## config.mk

```make
export PLATFORM = sky130hd
export DESIGN_NAME = guess_entry
export DESIGN_NICKNAME = d
export VERILOG_FILES = /design/src/rtl/guess_entry.sv
export SDC_FILE = /design/constraint.sdc
export NUM_CORES = 1
export LEC_CHECK = 0
export CAP_MARGIN = 15
export CORE_ASPECT_RATIO = 0.75
export CORE_MARGIN = 1
export CORE_UTILIZATION = 56
export CTS_BUF_LIST = sky130_fd_sc_hd__clkbuf_8
export DETAILED_ROUTE_END_ITERATION = 10
export PLACE_DENSITY = 0.81
export SETUP_SLACK_MARGIN = 0.02
export SLEW_MARGIN = 20
export SYNTH_ARGS = -nofsm -noshare
export SYNTH_HDL_FRONTEND = slang
export SYNTH_SLANG_ARGS = --single-unit
```

## constraint.sdc

```tcl
create_clock -name clock -period 3.6 [get_ports clock]
set_input_delay 0.72 -clock clock [delete_from_list [all_inputs] [get_ports clock]]
set_output_delay 0.72 -clock clock [all_outputs]
set_load 0.03 [all_outputs]
```

## src/rtl/guess_entry.sv

```systemverilog
// guess_entry: synchronises and debounces the enter button, samples the
// switches as a 4-digit BCD guess, validates it and either offers it to the
// game logic over valid/ready or pulses an error with a cause code.
module guess_entry #(
  parameter int DEBOUNCE_CYCLES = 1000000,
  parameter int SYNC_STAGES     = 2
) (
  input  logic        clock,
  input  logic        reset,
  input  logic        enter,
  input  logic [15:0] SW,
  input  logic        guess_ready,
  output logic        guess_valid,
  output logic [15:0] guess,
  output logic        guess_error,
  output logic [1:0]  error_code,
  output logic        busy
);

  localparam int CW = (DEBOUNCE_CYCLES > 2) ? $clog2(DEBOUNCE_CYCLES) : 1;
  localparam logic [CW-1:0] CNT_LAST = CW'(DEBOUNCE_CYCLES - 1);

  typedef enum logic [1:0] {
    IDLE,
    CHECK,
    OFFER
  } state_t;

  logic [SYNC_STAGES-1:0]       enter_sync;
  logic [SYNC_STAGES-1:0][15:0] sw_sync;
  logic                         enter_s;
  logic [15:0]                  sw_s;

  logic [CW-1:0] db_cnt;
  logic          db_level;
  logic          db_prev;
  logic          press;

  state_t state_q, state_d;
  logic   capture;
  logic   range_bad;
  logic   dup_bad;
  logic   guess_bad;

  assign enter_s = enter_sync[SYNC_STAGES-1];
  assign sw_s    = sw_sync[SYNC_STAGES-1];

  // Synchroniser chains for the button and the switch bus.
  always_ff @(posedge clock or posedge reset) begin
    if (reset) begin
      enter_sync <= '0;
      sw_sync    <= '0;
    end else begin
      enter_sync <= {enter_sync[SYNC_STAGES-2:0], enter};
      sw_sync    <= {sw_sync[SYNC_STAGES-2:0], SW};
    end
  end

  // Debounce: the level follows the synced input only after it has differed
  // for DEBOUNCE_CYCLES consecutive cycles.
  always_ff @(posedge clock or posedge reset) begin
    if (reset) begin
      db_cnt   <= '0;
      db_level <= 1'b0;
    end else if (enter_s != db_level) begin
      if (db_cnt == CNT_LAST) begin
        db_level <= ~db_level;
        db_cnt   <= '0;
      end else begin
        db_cnt <= db_cnt + 1'b1;
      end
    end else begin
      db_cnt <= '0;
    end
  end

  // Registered rising-edge detect of the debounced level: one-cycle press.
  always_ff @(posedge clock or posedge reset) begin
    if (reset) begin
      db_prev <= 1'b0;
      press   <= 1'b0;
    end else begin
      db_prev <= db_level;
      press   <= db_level & ~db_prev;
    end
  end

  // Guess validation on the captured register: range and pairwise distinctness.
  always_comb begin
    range_bad = (guess[15:12] > 4'd9) || (guess[11:8] > 4'd9) ||
                (guess[7:4]   > 4'd9) || (guess[3:0]  > 4'd9);
    dup_bad   = (guess[15:12] == guess[11:8]) || (guess[15:12] == guess[7:4]) ||
                (guess[15:12] == guess[3:0])  || (guess[11:8]  == guess[7:4]) ||
                (guess[11:8]  == guess[3:0])  || (guess[7:4]   == guess[3:0]);
    guess_bad = range_bad | dup_bad;
  end

  // FSM state register.
  always_ff @(posedge clock or posedge reset) begin
    if (reset) begin
      state_q <= IDLE;
    end else begin
      state_q <= state_d;
    end
  end

  // FSM next-state logic; presses outside IDLE are simply ignored.
  always_comb begin
    state_d = state_q;
    capture = 1'b0;
    unique case (state_q)
      IDLE: begin
        if (press) begin
          capture = 1'b1;
          state_d = CHECK;
        end
      end
      CHECK: begin
        state_d = guess_bad ? IDLE : OFFER;
      end
      OFFER: begin
        if (guess_ready) begin
          state_d = IDLE;
        end
      end
      default: state_d = IDLE;
    endcase
  end

  // Guess latch: only a press in IDLE loads a new value.
  always_ff @(posedge clock or posedge reset) begin
    if (reset) begin
      guess <= '0;
    end else if (capture) begin
      guess <= sw_s;
    end
  end

  // Error pulse and sticky cause code, registered out of CHECK.
  always_ff @(posedge clock or posedge reset) begin
    if (reset) begin
      guess_error <= 1'b0;
      error_code  <= '0;
    end else begin
      guess_error <= 1'b0;
      if (state_q == CHECK && guess_bad) begin
        guess_error <= 1'b1;
        error_code  <= {dup_bad, range_bad};
      end
    end
  end

  assign guess_valid = (state_q == OFFER);
  assign busy        = (state_q != IDLE);

endmodule

```

==> metrics.cfg, run 1 <==
[status]
outcome = completed

[clock_network]
post_cts_resized = 0
postCtsSetupRepairBufs = 0
clk_pin_slew_worst_paths_ns = 0.07
clockBufferDepth = 2
clk_latency_ns = 0.34
clock_sinks = 78
root_buffer = clkbuf_8
h-tree-depth = 3
cts_made_buffers = 9
ctsHoldBuffers = 0
cts_tree = built

[synth]
synth-adder-area-share = 0.00413
synth_top_area_share = 0.644
synth-compound-area-share = 0.0277
syn_area_um2 = 3030
yosysMostFrequentCell = dfrtp_1
synth_cell_type_count = 34
yosys.area_share.simple = 0.128
synth_area_leader_cell = dfrtp_1
ys_seq_area_frac = 0.644
synth_top_family_by_area = simple AND/OR/NAND/NOR gates
synth.avg_cell_area_um2 = 13.5
synth_common_cells = dfrtp_1, xor2_1, nor2_1, mux2_2, xnor2_1
synth_seq_cells = 78
synth_nets = 245
synth_mux_area_frac = 0.0632
yosysWarnings = 0
synthTopCellsByArea = dfrtp_1, xor2_1, mux2_2
synth-xor-area-share = 0.121
synthFlopType = dfrtp_1
async_reset_ff_frac = 1.00
synthCells = 224
synth_edf_count = 0

[placed_design]
io_buffers = 40
dp_hpwl_mm = 3.61
gp_congestion = 0.794
pre_cts_ws_ns = 1.60
dp.cells = 335

[detailed_routing]
drc_errors = 0
avgRoutedWirePerCell_um = 15.3
ant_nets = 0
routed_wl_mm = 5.37
vias_per_cell = 5.23
first_pass_iters = 4
vias = 1832
drtIter0Drc = 109

[setup_path]
cp.arrival_ns = 1.65
cpMaxStageDelayCell = clkdlybuf4s50_1
crit_required_ns = 2.88
worstPathCellList = or2_2, clkdlybuf4s50_1
worstSetupPathDepth = 2
crit_family = buffers and inverters
rr_worst_depth = 3
path_max_fanout = 4
cp-start-kind = flop
worst_path_largest_cell_delay_ns = 0.60
critPathBufInv = 1
end_kind = primary output
critPathKind = reg2out

[pwr]
ir_drop_v = 0.000335
p_per_area_nw_per_um2 = 436
power_mw = 1.62
p_leak_nw = 1.76

[hold_path]
hold_depth = 0
hold_path_class = reg2reg

[sta]
fin_setup_tns_ns = 0
period_share = 0.659
setup_ws_ns = 1.23
rsz0062_at_grt = no
max_freq_mhz = 422
tightestPinTransition_ns = 0.895
skew_ns = 0.00386
timing_hold_violations_final = 0
slew_violations = 0
maxSlewHeadroom = 0.403
finalSetupViolations = 0
min_period_ns = 2.37

[global_route]
grt_max_degree = 46
grt_pass1_vias = 1858
grt_pass1_wl_mm = 9.09
track_usage = 0.219
overflow = 0
antenna_found_initial = 0

[final_layout]
final_cells = 350
drive_above_1_share = 0.147
antenna_cells = 0
nets = 295
area_growth_pct = 23.0
nFillCells = 334

[die]
die_y_um = 65.7
dieWidth_um = 86.9
start_util = 0.601
dieArea_um2 = 5710
rows = 22
ios = 41
core_um2 = 5040

[flow_run]
cap_violations = 0

-- power by group --
part           total (mW)  leakage [nW]  internal [mW]  switching (mW)
clock               0.670         0.108          0.380           0.289
combinational      0.0492         0.644         0.0234          0.0258
sequential          0.906          1.01          0.898         0.00844
total                1.62          1.76           1.30           0.324
-- final timing paths --
kind,end,slack [ns],from
setup / recovery,busy,1.23,state_q[0]$_DFFE_PP0P_
hold / removal,sw_s[13]$_DFF_PP0_,0.35,sw_sync[13]$_DFF_PP0_
setup reg to reg,guess[6]$_DFFE_PP0P_,1.65,state_q[0]$_DFFE_PP0P_
hold reg to reg,sw_s[13]$_DFF_PP0_,0.35,sw_sync[13]$_DFF_PP0_
max in group asynchronous,db_cnt[12]$_DFF_PP0_,2.11,reset
min in group asynchronous,sw_sync[1]$_DFF_PP0_,0.81,reset
-- cells in the final DEF (no fill, tap or decap), types with 2 or more instances in the layout --
master	n
xnor2_1	14
o21ai_0	7
inv_1	5
nor2_1	20
bufinv_16	2
o41ai_1	2
nor3_1	2
nand2_2	2
clkdlybuf4s50_1	40
nand2_1	9
dfrtp_1	78
clkbuf_8	9
nand4_1	6
xor2_1	28
and4_1	2
nor4_1	3
and3_1	4
mux2_2	17
nor2b_1	3
nand3_1	6
-- logic make-up after synthesis --
family	Yosys count
simple gates	67
fa+ha+maj	1
mux	17
compound gates	13
xor+xnor	42
flops	78
buf+inv	6
-- through the flow --
| step | util | hold slack (ns) | instance area, µm² |
|---|---|---|---|
| after global placement | 0.699 | 0.333 | 3520 |
| final | 0.739 | 0.348 | 3720 |
| after CTS | 0.739 | 0.347 | 3720 |
| after floorplan | - | 0.331 | 3030 |
| after detailed placement | 0.699 | 0.335 | 3520 |
| after global routing | 0.739 | 0.356 | 3720 |
-- layout make-up --
class | instances | area (µm²) | area share
Tap cell | 72 | 90.1 | 0.0242
Clock inverter | 6 | 80.1 | 0.0215
Clock buffer | 9 | 124 | 0.0333
Timing Repair Buffer | 41 | 420 | 0.113
Sequential cell | 78 | 1950 | 0.524
Multi-Input combinational cell | 140 | 1040 | 0.280
Inverter | 4 | 15.0 | 0.00403
-- flip-flops by register name, indices dropped and copies added, names as in the netlist --
register / flops
sw_sync: 16
enter_sync: 2
sw_s: 16
db_prev: 1
db_level: 1
guess: 16
error_code: 2
db_cnt: 20
state_q: 2
guess_error: 1
press: 1
-- metal layers --
layer | wire length, µm | global-route usage | part of all wire
met4 | 44 | 0.0625 | 0.0082
met2 | 2490 | 0.324 | 0.46
met1 | 2600 | 0.306 | 0.48
met3 | 237 | 0.0779 | 0.044
met5 | 0 | 0 | 0
No activity file was read; power rests on OpenSTA's default activity.
==> inputs of run 2 (changes only) <==
Clock period 3.6 ns to 2.25 ns, I/O delays scaled along.
==> run 2 against run 1 <==
  * Die area did not move
  * Combinational power rose by 70%
  * First-iteration DRC count fell by 22%
  * Cell area rose by 1.7%
  * Non-clock buffer count rose by 2
  * Wire length fell by 1.1%
  * Clock skew rose by 0.0075 ns
  * Worst setup slack got worse by 1.1 ns
  * Register-to-register slack got worse by 1.1 ns
  * Critical path type unchanged
  * Critical endpoint unchanged
  * Largest cell class unchanged
  * Largest power group unchanged
==> metrics.cfg, run 2 (same netlist as run 1, synthesis figures left out) <==
[status]
outcome = completed

[detailed_routing]
vias_per_cell = 5.28  ; +0.90%
routed_wl_mm = 5.31  ; -1.1%
avgRoutedWirePerCell_um = 15.1  ; -1.7%
drc_errors = 0  ; unchanged
ant_nets = 0  ; unchanged
drtIter0Drc = 85  ; -22%
first_pass_iters = 4  ; unchanged
vias = 1859  ; +1.5%

[pwr]
p_per_area_nw_per_um2 = 728  ; +67%
p_leak_nw = 1.78  ; +1.0%
ir_drop_v = 0.000458  ; +37%

[final_layout]
final_common_cell = dfrtp_1
top_register = db_cnt
largest_reg_flops = 20  ; unchanged
area_growth_pct = 25.0
drive_above_1_share = 0.161  ; +0.0132
final_cell_mix = dfrtp_1, clkdlybuf4s50_1, xor2_1
nets = 297  ; +0.68%
antenna_cells = 0  ; unchanged
final_cell_area_um2 = 3790  ; +1.7%

[placed_design]
gp_congestion = 0.808  ; +1.9%
dp_hpwl_mm = 3.70  ; +2.5%
placed_area_um2 = 3550  ; +0.89%
io_buffers = 40  ; unchanged

[clock_network]
clockBufferDepth = 2  ; unchanged
ctsHoldBuffers = 0  ; unchanged
clock_sinks = 78  ; unchanged
clk_pin_slew_worst_paths_ns = 0.08  ; about the same
post_cts_resized = 0  ; unchanged
root_buffer = clkbuf_8
clk_latency_ns = 0.36  ; +0.02 ns
h-tree-depth = 3  ; unchanged
postCtsSetupRepairBufs = 0  ; unchanged
cts_tree = built
cts_made_buffers = 9  ; unchanged

[die]
dieArea_um2 = 5710  ; unchanged
rows = 22  ; unchanged
die_y_um = 65.7  ; unchanged
ios = 41  ; unchanged
start_util = 0.601  ; unchanged
dieWidth_um = 86.9  ; unchanged
core_um2 = 5040  ; unchanged

[global_route]
grt_max_degree = 30  ; -35%
grt_pass1_wl_mm = 9.18  ; +0.91%
track_usage = 0.225  ; +0.00618
antenna_found_initial = 0  ; unchanged
grt_pass1_vias = 1913  ; +3.0%
overflow = 0  ; unchanged

[setup_path]
crit_required_ns = 1.80  ; -1.08 ns
worst_path_largest_cell_delay_ns = 0.60  ; about the same
path_max_fanout = 4  ; unchanged
cp.arrival_ns = 1.67  ; +0.02 ns
worstPathCellList = or2_2, clkdlybuf4s50_1
cp-start-kind = flop
critPathKind = reg2out
cpMaxStageDelayCell = clkdlybuf4s50_1
end_kind = primary output
r2r_slack_ns = 0.52  ; -1.13 ns

[sta]
rsz0062_at_grt = no
finalSetupViolations = 0  ; unchanged
max_freq_mhz = 472
fin_setup_tns_ns = 0  ; unchanged
tightestPinTransition_ns = 0.605  ; -0.290 ns
slew_violations = 0  ; unchanged
period_share = 0.942
maxSlewHeadroom = 0.596  ; +0.193
skew_ns = 0.0113  ; +0.00748 ns
timing_hold_violations_final = 0  ; unchanged
min_period_ns = 2.12

[hold_path]
hold_path_class = reg2reg

[flow_run]
cap_violations = 0  ; unchanged

run 2: cell types whose count changed in the layout (fill, tap and decap cells not counted), sizes merged:
cell and change:
clkinv +1, clkinvlp +1, bufinv +1, buf +2
inv -3
run 2: worst paths after layout:
check | depth (start not counted) | endpoint | startpoint
max | 2 | busy | state_q[0]$_DFFE_PP0P_
min in group asynchronous | 2 | sw_sync[3]$_DFF_PP0_ | reset
max in group asynchronous | 3 | sw_sync[13]$_DFF_PP0_ | reset
min reg2reg | 0 | sw_s[9]$_DFF_PP0_ | sw_sync[9]$_DFF_PP0_
min | 0 | sw_s[9]$_DFF_PP0_ | sw_sync[9]$_DFF_PP0_
max reg2reg | 6 | db_cnt[7]$_DFF_PP0_ | db_cnt[0]$_DFF_PP0_
run 2: cell type report:
class | count | area [µm²]
flip-flops and latches | 78 | 1950
multi-input cells | 140 | 1040
clock buffers | 9 | 124
well taps | 72 | 90.1
fillers | 331 | 1250
repair buffers | 43 | 448
inverters | 4 | 18.8
clock inverters | 6 | 111
run 2: metrics by stage:
stage	util	hold slack, ns	std cells	total power [mW]	setup slack, ns
floorplan	-	0.331	224	1.51	0.559
global placement	0.705	0.332	337	1.56	0.521
detailed placement	0.705	0.335	337	1.56	0.510
CTS	0.752	0.345	352	2.78	0.116
global route	0.752	0.355	352	2.85	0.0430
finish	0.752	0.344	352	2.76	0.131
run 2: worst max-delay path: cells and delay by family, from the launching register on:
family	cells	cell delay, ns
buf+inv	1	0.60
flops	1	0.40
simple gates	1	0.32
run 2: report_power, final:
| part | internal [mW] | leakage [nW] | switching (mW) | total, mW |
|---|---|---|---|---|
| clock | 0.730 | 0.115 | 0.495 | 1.22 |
| combinational | 0.0413 | 0.655 | 0.0423 | 0.0836 |
| sequential | 1.44 | 1.01 | 0.0132 | 1.45 |
run 2: layer usage:
layer  GRT usage  part of all wire  wire length (µm)
met5           0                 0                 0
met4      0.0667             0.011                59
met3      0.0967             0.054               288
met2       0.326              0.46              2450
met1       0.308              0.47              2510
==> inputs of run 3 (changes only) <==
Settings changed: CORE_MARGIN 1 to 10, HOLD_SLACK_MARGIN from default to 0.08.
==> run 3 against run 2 <==
  * Die area increased by 54%
  * Hold slack worse by 0.0031 ns
  * Final cell count up 0.57%
  * First-iteration DRC count rose by 66%
  * Critical path type unchanged
  * Critical endpoint unchanged
  * Largest cell class unchanged
==> metrics.cfg, run 3 (same netlist as run 1, synthesis figures left out) <==
[clock_network]
clk_pin_slew_worst_paths_ns = 0.07  ; about the same
clockBufferDepth = 2  ; unchanged
ctsHoldBuffers = 0  ; unchanged
cts_tree = built
cts_made_buffers = 9  ; unchanged
postCtsSetupRepairBufs = 0  ; unchanged
clk_latency_ns = 0.34  ; -0.02 ns
clock_sinks = 78  ; unchanged
post_cts_resized = 0  ; unchanged
root_buffer = clkbuf_8
h-tree-depth = 3  ; unchanged

[sta]
fin_setup_tns_ns = 0  ; unchanged
period_share = 0.937  ; -0.00531
min_period_ns = 2.11  ; -0.0120 ns
tightestPinTransition_ns = 0.421  ; -0.184 ns
finalSetupViolations = 0  ; unchanged
slew_violations = 0  ; unchanged
skew_ns = 0.00831  ; -0.00303 ns
max_freq_mhz = 475  ; +0.57%
timing_hold_violations_final = 0  ; unchanged
maxSlewHeadroom = 0.717  ; +0.121
rsz0062_at_grt = no

[die]
dieArea_um2 = 8780  ; +54%
die_y_um = 83.7  ; +27%
core_um2 = 5300  ; +5.1%
rows = 23  ; +4.5%
ios = 41  ; unchanged
start_util = 0.572  ; -0.0293
dieWidth_um = 105  ; +21%

[detailed_routing]
vias = 1819  ; -2.2%
drtIter0Drc = 141  ; +66%
ant_nets = 0  ; unchanged
first_pass_iters = 4  ; unchanged
vias_per_cell = 5.14  ; -2.7%
routed_wl_mm = 5.39  ; +1.5%
drc_errors = 0  ; unchanged
avgRoutedWirePerCell_um = 15.2  ; +0.88%

[placed_design]
io_buffers = 40  ; unchanged
dp_hpwl_mm = 3.73  ; +0.96%
dp.cells = 339  ; +0.59%
gp_congestion = 0.792  ; -2.0%
placed_area_um2 = 3540  ; -0.46%

[pwr]
ir_drop_v = 0.000467  ; +1.9%
p_per_area_nw_per_um2 = 690  ; -5.2%
power_mw = 2.58  ; -6.3%
p_leak_nw = 1.76  ; -1.1%

[final_layout]
drive_above_1_share = 0.158  ; -0.00301
antenna_cells = 0  ; unchanged
final_common_cell = dfrtp_1
final_cell_mix = dfrtp_1, clkdlybuf4s50_1, xor2_1
nFillCells = 394  ; +19%
largest_reg_flops = 20  ; unchanged
area_growth_pct = 23.6
nets = 296  ; -0.34%
final_cell_area_um2 = 3740  ; -1.2%
final_cells = 354  ; +0.57%
top_register = db_cnt

[global_route]
grt_pass1_wl_mm = 9.10  ; -0.83%
grt_max_degree = 77  ; +160%
antenna_found_initial = 0  ; unchanged
grt_pass1_vias = 1845  ; -3.6%
overflow = 0  ; unchanged
track_usage = 0.131  ; -0.0935

[status]
outcome = completed

[setup_path]
end_kind = primary output
cp-start-kind = flop
critPathKind = reg2out
cp.arrival_ns = 1.66  ; about the same
cpMaxStageDelayCell = clkdlybuf4s50_1
worstPathCellList = or2_2, clkdlybuf4s50_1
crit_required_ns = 1.80  ; about the same
worst_path_largest_cell_delay_ns = 0.60  ; about the same
crit_family = buffers and inverters
critPathBufInv = 1  ; unchanged
path_max_fanout = 4  ; unchanged

[hold_path]
hold_path_class = in2async

[flow_run]
cap_violations = 0  ; unchanged

run 3: final timing paths:
check,endpoint,depth (start not counted),slack (ns),startpoint
hold / removal,sw_sync[15]$_DFF_PP0_,2,0.34,reset
hold reg to reg,sw_s[11]$_DFF_PP0_,0,0.34,sw_sync[11]$_DFF_PP0_
setup reg to reg,db_cnt[15]$_DFF_PP0_,4,0.58,db_cnt[10]$_DFF_PP0_
min in group clock,sw_s[11]$_DFF_PP0_,0,0.34,sw_sync[11]$_DFF_PP0_
max in group asynchronous,sw_s[8]$_DFF_PP0_,3,1.36,reset
setup / recovery,busy,2,0.14,state_q[0]$_DFFE_PP0P_
run 3: power breakdown:
group          internal [mW]  switching (mW)  total [mW]
sequential              1.44          0.0128        1.45
combinational         0.0381          0.0418      0.0799
clock                  0.595           0.460        1.05
total                   2.07           0.515        2.58
run 3: cell type report:
class	count	area (µm²)	area share
inverters	4	18.8	0.00501
well taps	75	93.8	0.0251
flip-flops and latches	78	1950	0.521
multi-input cells	140	1040	0.279
clock inverters	3	42.5	0.0114
clock buffers	12	165	0.0441
repair buffers	42	428	0.114
run 3: per-stage QoR:
stage / setup slack, ns / utilization / hold WS [ns]
3_3_place_gp: 0.513 / 0.668 / 0.332
4_1_cts: 0.110 / 0.707 / 0.319
5_1_grt: 0.0758 / 0.707 / 0.320
2_1_floorplan: 0.559 / - / 0.331
3_5_place_dp: 0.502 / 0.668 / 0.336
6_report: 0.143 / 0.707 / 0.340
run 3: per-layer routing:
| metal | vias up | share of wire | track usage |
|---|---|---|---|
| li1 | 860 | - | - |
| met1 | 907 | 0.45 | 0.161 |
| met2 | 43 | 0.48 | 0.195 |
| met3 | 9 | 0.056 | 0.0532 |
| met4 | 0 | 0.016 | 0.0697 |
| met5 | - | 0 | 0 |
